==> src/rtl/store_buffer_pkg.sv <==
// Shared types for the store buffer: entry payload and drain FSM encoding.
package store_buffer_pkg;
    localparam int ADDR_W = 30;
    localparam int DATA_W = 32;
    localparam int BM_W   = 4;
    localparam int ROB_W  = 5;

    typedef struct packed {
        logic [ADDR_W-1:0] addr;
        logic [DATA_W-1:0] data;
        logic [BM_W-1:0]   bm;
        logic              io;
        logic [ROB_W-1:0]  rob;
    } sb_entry_t;

    typedef enum logic {
        DRAIN_IDLE  = 1'b0,
        DRAIN_WRITE = 1'b1
    } drain_state_t;
endpackage

==> src/rtl/store_buffer_overlap_cmp.sv <==
// Per-entry load/store overlap check: same word and at least one common byte.
module sb_overlap_cmp
    import store_buffer_pkg::*;
(
    input  logic              valid,
    input  logic [ADDR_W-1:0] entry_addr,
    input  logic [BM_W-1:0]   entry_bm,
    input  logic [ADDR_W-1:0] load_addr,
    input  logic [BM_W-1:0]   load_bm,
    output logic              hit
);
    assign hit = valid && (entry_addr == load_addr) && (|(entry_bm & load_bm));
endmodule

==> src/rtl/store_buffer.sv <==
// Circular store buffer: speculative stores enqueue at tail, retire via the
// commit pointer, and drain from head to memory through a two-state FSM.
module store_buffer
    import store_buffer_pkg::*;
#(
    parameter int DEPTH = 8
) (
    input  logic              cpu_clock_i,
    input  logic              cpu_reset_i,
    input  logic              flush_i,
    input  logic              enqueue_en_i,
    input  logic [ADDR_W-1:0] enqueue_address_i,
    input  logic [DATA_W-1:0] enqueue_data_i,
    input  logic [BM_W-1:0]   enqueue_bm_i,
    input  logic              enqueue_io_i,
    input  logic [ROB_W-1:0]  enqueue_rob_i,
    output logic              enqueue_full_o,
    input  logic [ADDR_W-1:0] conflict_address_i,
    input  logic [BM_W-1:0]   conflict_bm_i,
    output logic              conflict_o,
    input  logic              commit_store_i,
    output logic              st_req_o,
    output logic [ADDR_W-1:0] st_addr_o,
    output logic [DATA_W-1:0] st_data_o,
    output logic [BM_W-1:0]   st_bm_o,
    output logic              st_io_o,
    input  logic              st_ack_i,
    output logic              empty_o
);
    localparam int AW = $clog2(DEPTH);
    localparam int PW = AW + 1;

    logic [PW-1:0] head_q, commit_q, tail_q;
    logic [PW-1:0] occupancy, commit_nxt, head_plus;
    logic          accept, commit_ok, pop, more_committed;
    logic          load_st;
    logic [AW-1:0] load_idx;
    logic [DEPTH-1:0] hits;

    sb_entry_t    entries [DEPTH];
    sb_entry_t    st_q;
    drain_state_t state_q, state_nxt;

    assign occupancy      = tail_q - head_q;
    assign enqueue_full_o = (occupancy == PW'(DEPTH));
    assign accept         = enqueue_en_i && !enqueue_full_o && !flush_i;
    assign commit_ok      = commit_store_i && (commit_q != tail_q);
    assign commit_nxt     = commit_q + PW'(commit_ok);
    assign pop            = (state_q == DRAIN_WRITE) && st_ack_i;
    assign head_plus      = head_q + PW'(1);
    assign more_committed = (head_plus != commit_q);

    always_ff @(posedge cpu_clock_i) begin
        if (cpu_reset_i) begin
            head_q   <= '0;
            commit_q <= '0;
            tail_q   <= '0;
            state_q  <= DRAIN_IDLE;
        end else begin
            state_q  <= state_nxt;
            commit_q <= commit_nxt;
            if (pop) head_q <= head_plus;
            // Flush rewinds tail onto this cycle's commit pointer, dropping any enqueue.
            if (flush_i)     tail_q <= commit_nxt;
            else if (accept) tail_q <= tail_q + PW'(1);
        end
    end

    always_ff @(posedge cpu_clock_i) begin
        if (accept) begin
            entries[tail_q[AW-1:0]] <= '{addr: enqueue_address_i, data: enqueue_data_i,
                                         bm: enqueue_bm_i, io: enqueue_io_i,
                                         rob: enqueue_rob_i};
        end
        if (load_st) st_q <= entries[load_idx];
    end

    always_comb begin
        state_nxt = state_q;
        load_st   = 1'b0;
        load_idx  = head_q[AW-1:0];
        case (state_q)
            DRAIN_IDLE: begin
                if (head_q != commit_q) begin
                    state_nxt = DRAIN_WRITE;
                    load_st   = 1'b1;
                end
            end
            DRAIN_WRITE: begin
                if (st_ack_i) begin
                    if (more_committed) begin
                        load_st  = 1'b1;
                        load_idx = head_plus[AW-1:0];
                    end else begin
                        state_nxt = DRAIN_IDLE;
                    end
                end
            end
            default: state_nxt = DRAIN_IDLE;
        endcase
    end

    always_comb begin
        st_req_o  = (state_q == DRAIN_WRITE);
        st_addr_o = st_q.addr;
        st_data_o = st_q.data;
        st_bm_o   = st_q.bm;
        st_io_o   = st_q.io;
        empty_o   = (head_q == tail_q) && (state_q == DRAIN_IDLE);
    end

    for (genvar i = 0; i < DEPTH; i++) begin : g_cmp
        logic [AW-1:0] offset;
        logic          valid;
        assign offset = AW'(i) - head_q[AW-1:0];
        assign valid  = ({1'b0, offset} < occupancy);
        sb_overlap_cmp u_cmp (
            .valid      (valid),
            .entry_addr (entries[i].addr),
            .entry_bm   (entries[i].bm),
            .load_addr  (conflict_address_i),
            .load_bm    (conflict_bm_i),
            .hit        (hits[i])
        );
    end

    assign conflict_o = |hits;
endmodule

==> config.mk <==
export PLATFORM = sky130hd
export DESIGN_NAME = store_buffer
export DESIGN_NICKNAME = d
export VERILOG_FILES = /design/src/rtl/store_buffer_pkg.sv /design/src/rtl/store_buffer_overlap_cmp.sv /design/src/rtl/store_buffer.sv
export SDC_FILE = /design/constraint.sdc
export NUM_CORES = 1
export LEC_CHECK = 0
export CAP_MARGIN = 25
export CORE_ASPECT_RATIO = 1.5
export CORE_UTILIZATION = 40
export CTS_CLUSTER_DIAMETER = 120
export DETAILED_ROUTE_END_ITERATION = 12
export PLACE_DENSITY = 0.62
export SLEW_MARGIN = 0
export SYNTH_ARGS = -nofsm -noshare
export SYNTH_HDL_FRONTEND = slang
export SYNTH_SLANG_ARGS = --single-unit
==> constraint.sdc <==
create_clock -name cpu_clock_i -period 12.2 [get_ports cpu_clock_i]
set_input_delay 3.05 -clock cpu_clock_i [delete_from_list [all_inputs] [get_ports cpu_clock_i]]
set_output_delay 3.05 -clock cpu_clock_i [all_outputs]
set_load 0.01 [all_outputs]
==> results.sh <==
export IMPL_status="complete, no violations"
export IMPL_cts_repair_resized=0
export IMPL_synth_flop_cell="edfxtp_1"
export IMPL_critPathBufInv=2
export IMPL_instances_no_fill=3079
export IMPL_port_buffers=177
export IMPL_antenna_found_initial=8
export IMPL_die_y_microns=319
export IMPL_grt_pass1_wl_mm=116
export IMPL_ios=183
export IMPL_fp_dieW_microns=214
export IMPL_synth_seq_area_share_pct=68.4
export IMPL_coreArea_sq_um=66600
export IMPL_final_common_cell="edfxtp_1"
export IMPL_holdCritPathClass="reg -> reg"
export IMPL_row_count=116
export IMPL_yosysWarnings=0
export IMPL_skew_ns=0.0235
export IMPL_cts_tree="done"
export IMPL_yosysUniqueCellTypes=54
export IMPL_synth_top_family_by_area="simple AND/OR/NAND/NOR gates"
export IMPL_fin_crit_sh_pct=83.4
export IMPL_ir_drop_v=0.000160
export IMPL_regArea_sq_um=18400
export IMPL_criticalPathCategory="in -> out"
export IMPL_multi_input_area_sq_um=7960
export IMPL_clk_path_buf_depth=3
export IMPL_fin_hold_ws_ns=0.525
export IMPL_cpMaxStageDelayCell="nor4_1"
export IMPL_initial_core_util_pct=40.3
export IMPL_synth_compound_area_share_pct=4.00
export IMPL_utilization_pct=47.1
export IMPL_wl_mm=80.3
export IMPL_dr_total_vias=17000
export IMPL_cpPeakStageDelay_ns=0.72
export IMPL_gp_congestion=0.996
export IMPL_yosysTopAreaCell="edfxtp_1"
export IMPL_r2r_slack_ns=7.37
export IMPL_syn_to_final_growth_pct=16.9
export IMPL_clk_pin_slew_ns=0.06
export IMPL_cts_hold_buf=0
export IMPL_clk_latency_ns=0.65
export IMPL_slew_violations=0
export IMPL_final_fill_count=5845
export IMPL_grt_start_max_net_pins=200
export IMPL_setup_tns_ns=0
export IMPL_numCtsBuffers=58
export IMPL_cp_top_family="simple AND/OR/NAND/NOR gates"
export IMPL_max_slew_margin_rel_pct=22.5
export IMPL_post_synth_and_or_nand_nor_area_fraction_pct=13.0
export IMPL_pre_cts_ws_ns=2.09
export IMPL_root_buffer="clkbuf_16"
export IMPL_worst_slack_ns=2.02
export IMPL_post_cts_setup_buffers=0
export IMPL_critPathLaunchType="input port"
export IMPL_drive_above_1_share_pct=6.16
export IMPL_crit_path_end_kind="primary output"
export IMPL_timing_fmax_ghz=0.0983
export IMPL_syn_inst=2009
export IMPL_synthMuxAreaShare_pct=2.84
export IMPL_drt_iter0_markers=1474
export IMPL_setup_violations=0
export IMPL_htreeDepth=2
export IMPL_grt_usage_pct=23.7
export IMPL_viasPerCell=5.53
export IMPL_drv_cap=0
export IMPL_cpMostUsedCell="nor4_1"
export IMPL_p_per_area_nw_per_um2=187
export IMPL_grt_overflow=0
export IMPL_critPathMaxFanout=8
export IMPL_tightestPinTransition_ns=1.16
export IMPL_synth_nets=2138
export IMPL_worstPathCellList="clkdlybuf4s50_1 -> xor2_1 -> nor4_1 -> nand4_1 -> nor4_1 -> mux2i_1 -> o22ai_1 -> nor4_1 -> o31ai_1 -> clkdlybuf4s50_1"
export IMPL_syn_avg_cell_area_sq_um=13.4
export IMPL_crit_required_ns=9.15
export IMPL_mappedNetlistArea_sq_um=26800
export IMPL_fin_crit_ns=10.18
export IMPL_layout_common_cells="edfxtp_1 (603), nand2_1 (422), xor2_1 (187)"
export IMPL_p_leak_nw=10.9
export IMPL_synthTopCellsByArea="edfxtp_1 (67%), xor2_1 (6.1%), nand2_1 (5.9%), mux2i_1 (2.8%), nand3_1 (2.5%)"
export IMPL_worstPathArrival_ns=7.13
export IMPL_rsz0062_at_grt="false"
export IMPL_drc_errors=0
export IMPL_netlist_area_leader_share_pct=67.4
export IMPL_dp_cells=2971
export IMPL_hold_viol=0
export IMPL_grt_pass1_vias=17100
export IMPL_clkSinkCount=616
export IMPL_final_nets=2275
export IMPL_ant_nets=0
export IMPL_dr_pass1_iters=6
export IMPL_die_area_sq_um=68200
export IMPL_synthXorXnorAreaFrac_pct=8.57
export IMPL_ys_seq_elements=616
export IMPL_synth_edff_count=603
export IMPL_wl_per_cell_microns=26.1
export IMPL_synthAdderAreaFrac_pct=0.820
export IMPL_async_reset_ff_share_pct=0
export IMPL_dp_hpwl_mm=50.5
-- cell usage after synthesis, types with 2 or more instances --
cell type / instances
a2111oi_0: 2
a211oi_1: 4
a21oi_1: 13
a22o_1: 2
a22oi_1: 16
a32oi_1: 66
and3_1: 69
buf_1: 5
buf_2: 46
buf_4: 6
buf_6: 4
clkbuf_1: 64
dfxtp_1: 13
edfxtp_1: 603
ha_1: 16
inv_1: 13
mux2i_1: 75
nand2_1: 422
nand2b_1: 2
nand3_1: 134
nand4_1: 30
nor2_1: 27
nor2_2: 2
nor2b_1: 6
nor3_1: 10
nor4_1: 55
o211ai_1: 5
o21ai_0: 6
o22ai_1: 8
o31ai_1: 3
xnor2_1: 72
xnor2_2: 2
xor2_1: 187
-- final timing paths --
kind         cells after the start              startpoint                  endpoint
max                             10  conflict_address_i[27]                conflict_o
min                              2  head_q[3]$_SDFFE_PP0P_    head_q[3]$_SDFFE_PP0P_
max reg2reg                      9  head_q[2]$_SDFFE_PP0P_  entries[5][34]$_DFFE_PP_
min reg2reg                      2  head_q[3]$_SDFFE_PP0P_    head_q[3]$_SDFFE_PP0P_
-- state kept, by name, summed over array words and instances, names as in the netlist --
| signal | count |
|---|---|
| st_req_o | 1 |
| entries | 536 |
| commit_q | 4 |
| head_q | 4 |
| st_addr_o | 30 |
| tail_q | 4 |
| st_io_o | 1 |
| st_bm_o | 4 |
| st_data_o | 32 |
-- worst reg2reg max path: cells and delay by family (launching register included) --
kind,cells,cell delay (ns)
xor+xnor,1,0.54
fa+ha+maj,1,0.40
buf+inv,2,1.04
compound gates,1,0.20
simple gates,4,1.31
flops,1,0.85
-- where the power goes --
group,internal (mW),switching (mW),total [mW]
sequential,2.59,0.0826,2.67
clock,1.03,0.811,1.84
combinational,0.533,0.831,1.36
total,4.15,1.72,5.87
-- stage by stage --
stage | cell area [sq um] | power, mW
final | 31400 | 5.87
after detailed placement | 29500 | 4.09
after floorplan | 26800 | 3.50
after CTS | 31400 | 5.92
after global placement | 29500 | 4.06
after global routing | 31400 | 6.11
-- logic make-up after synthesis --
logic type / after synthesis
AOI/OAI and AO/OA: 136
xor gates and xnor gates: 261
adders and majority gates: 17
buffers and inverters: 138
DFF: 616
muxes: 76
and+or+nand+nor: 765
-- layer usage --
| metal | vias up | GRT usage [%] | part of all wire (%) |
|---|---|---|---|
| li1 | 7653 | - | - |
| met1 | 8453 | 28.4 | 37 |
| met2 | 713 | 39.1 | 49 |
| met3 | 196 | 4.29 | 7.2 |
| met4 | 10 | 15.1 | 6.5 |
| met5 | - | 0 | 0.082 |
-- final cells by class --
type	count	share of cell area (%)
Sequential cell	616	58.5
Multi-Input combinational cell	1255	25.4
Timing Repair Buffer	202	6.33
Clock buffer	66	4.79
Tap cell	885	3.53
Clock inverter	39	1.26
Inverter	13	0.156
Antenna cell	3	0.0239
Power figures use the tool's default switching activity.
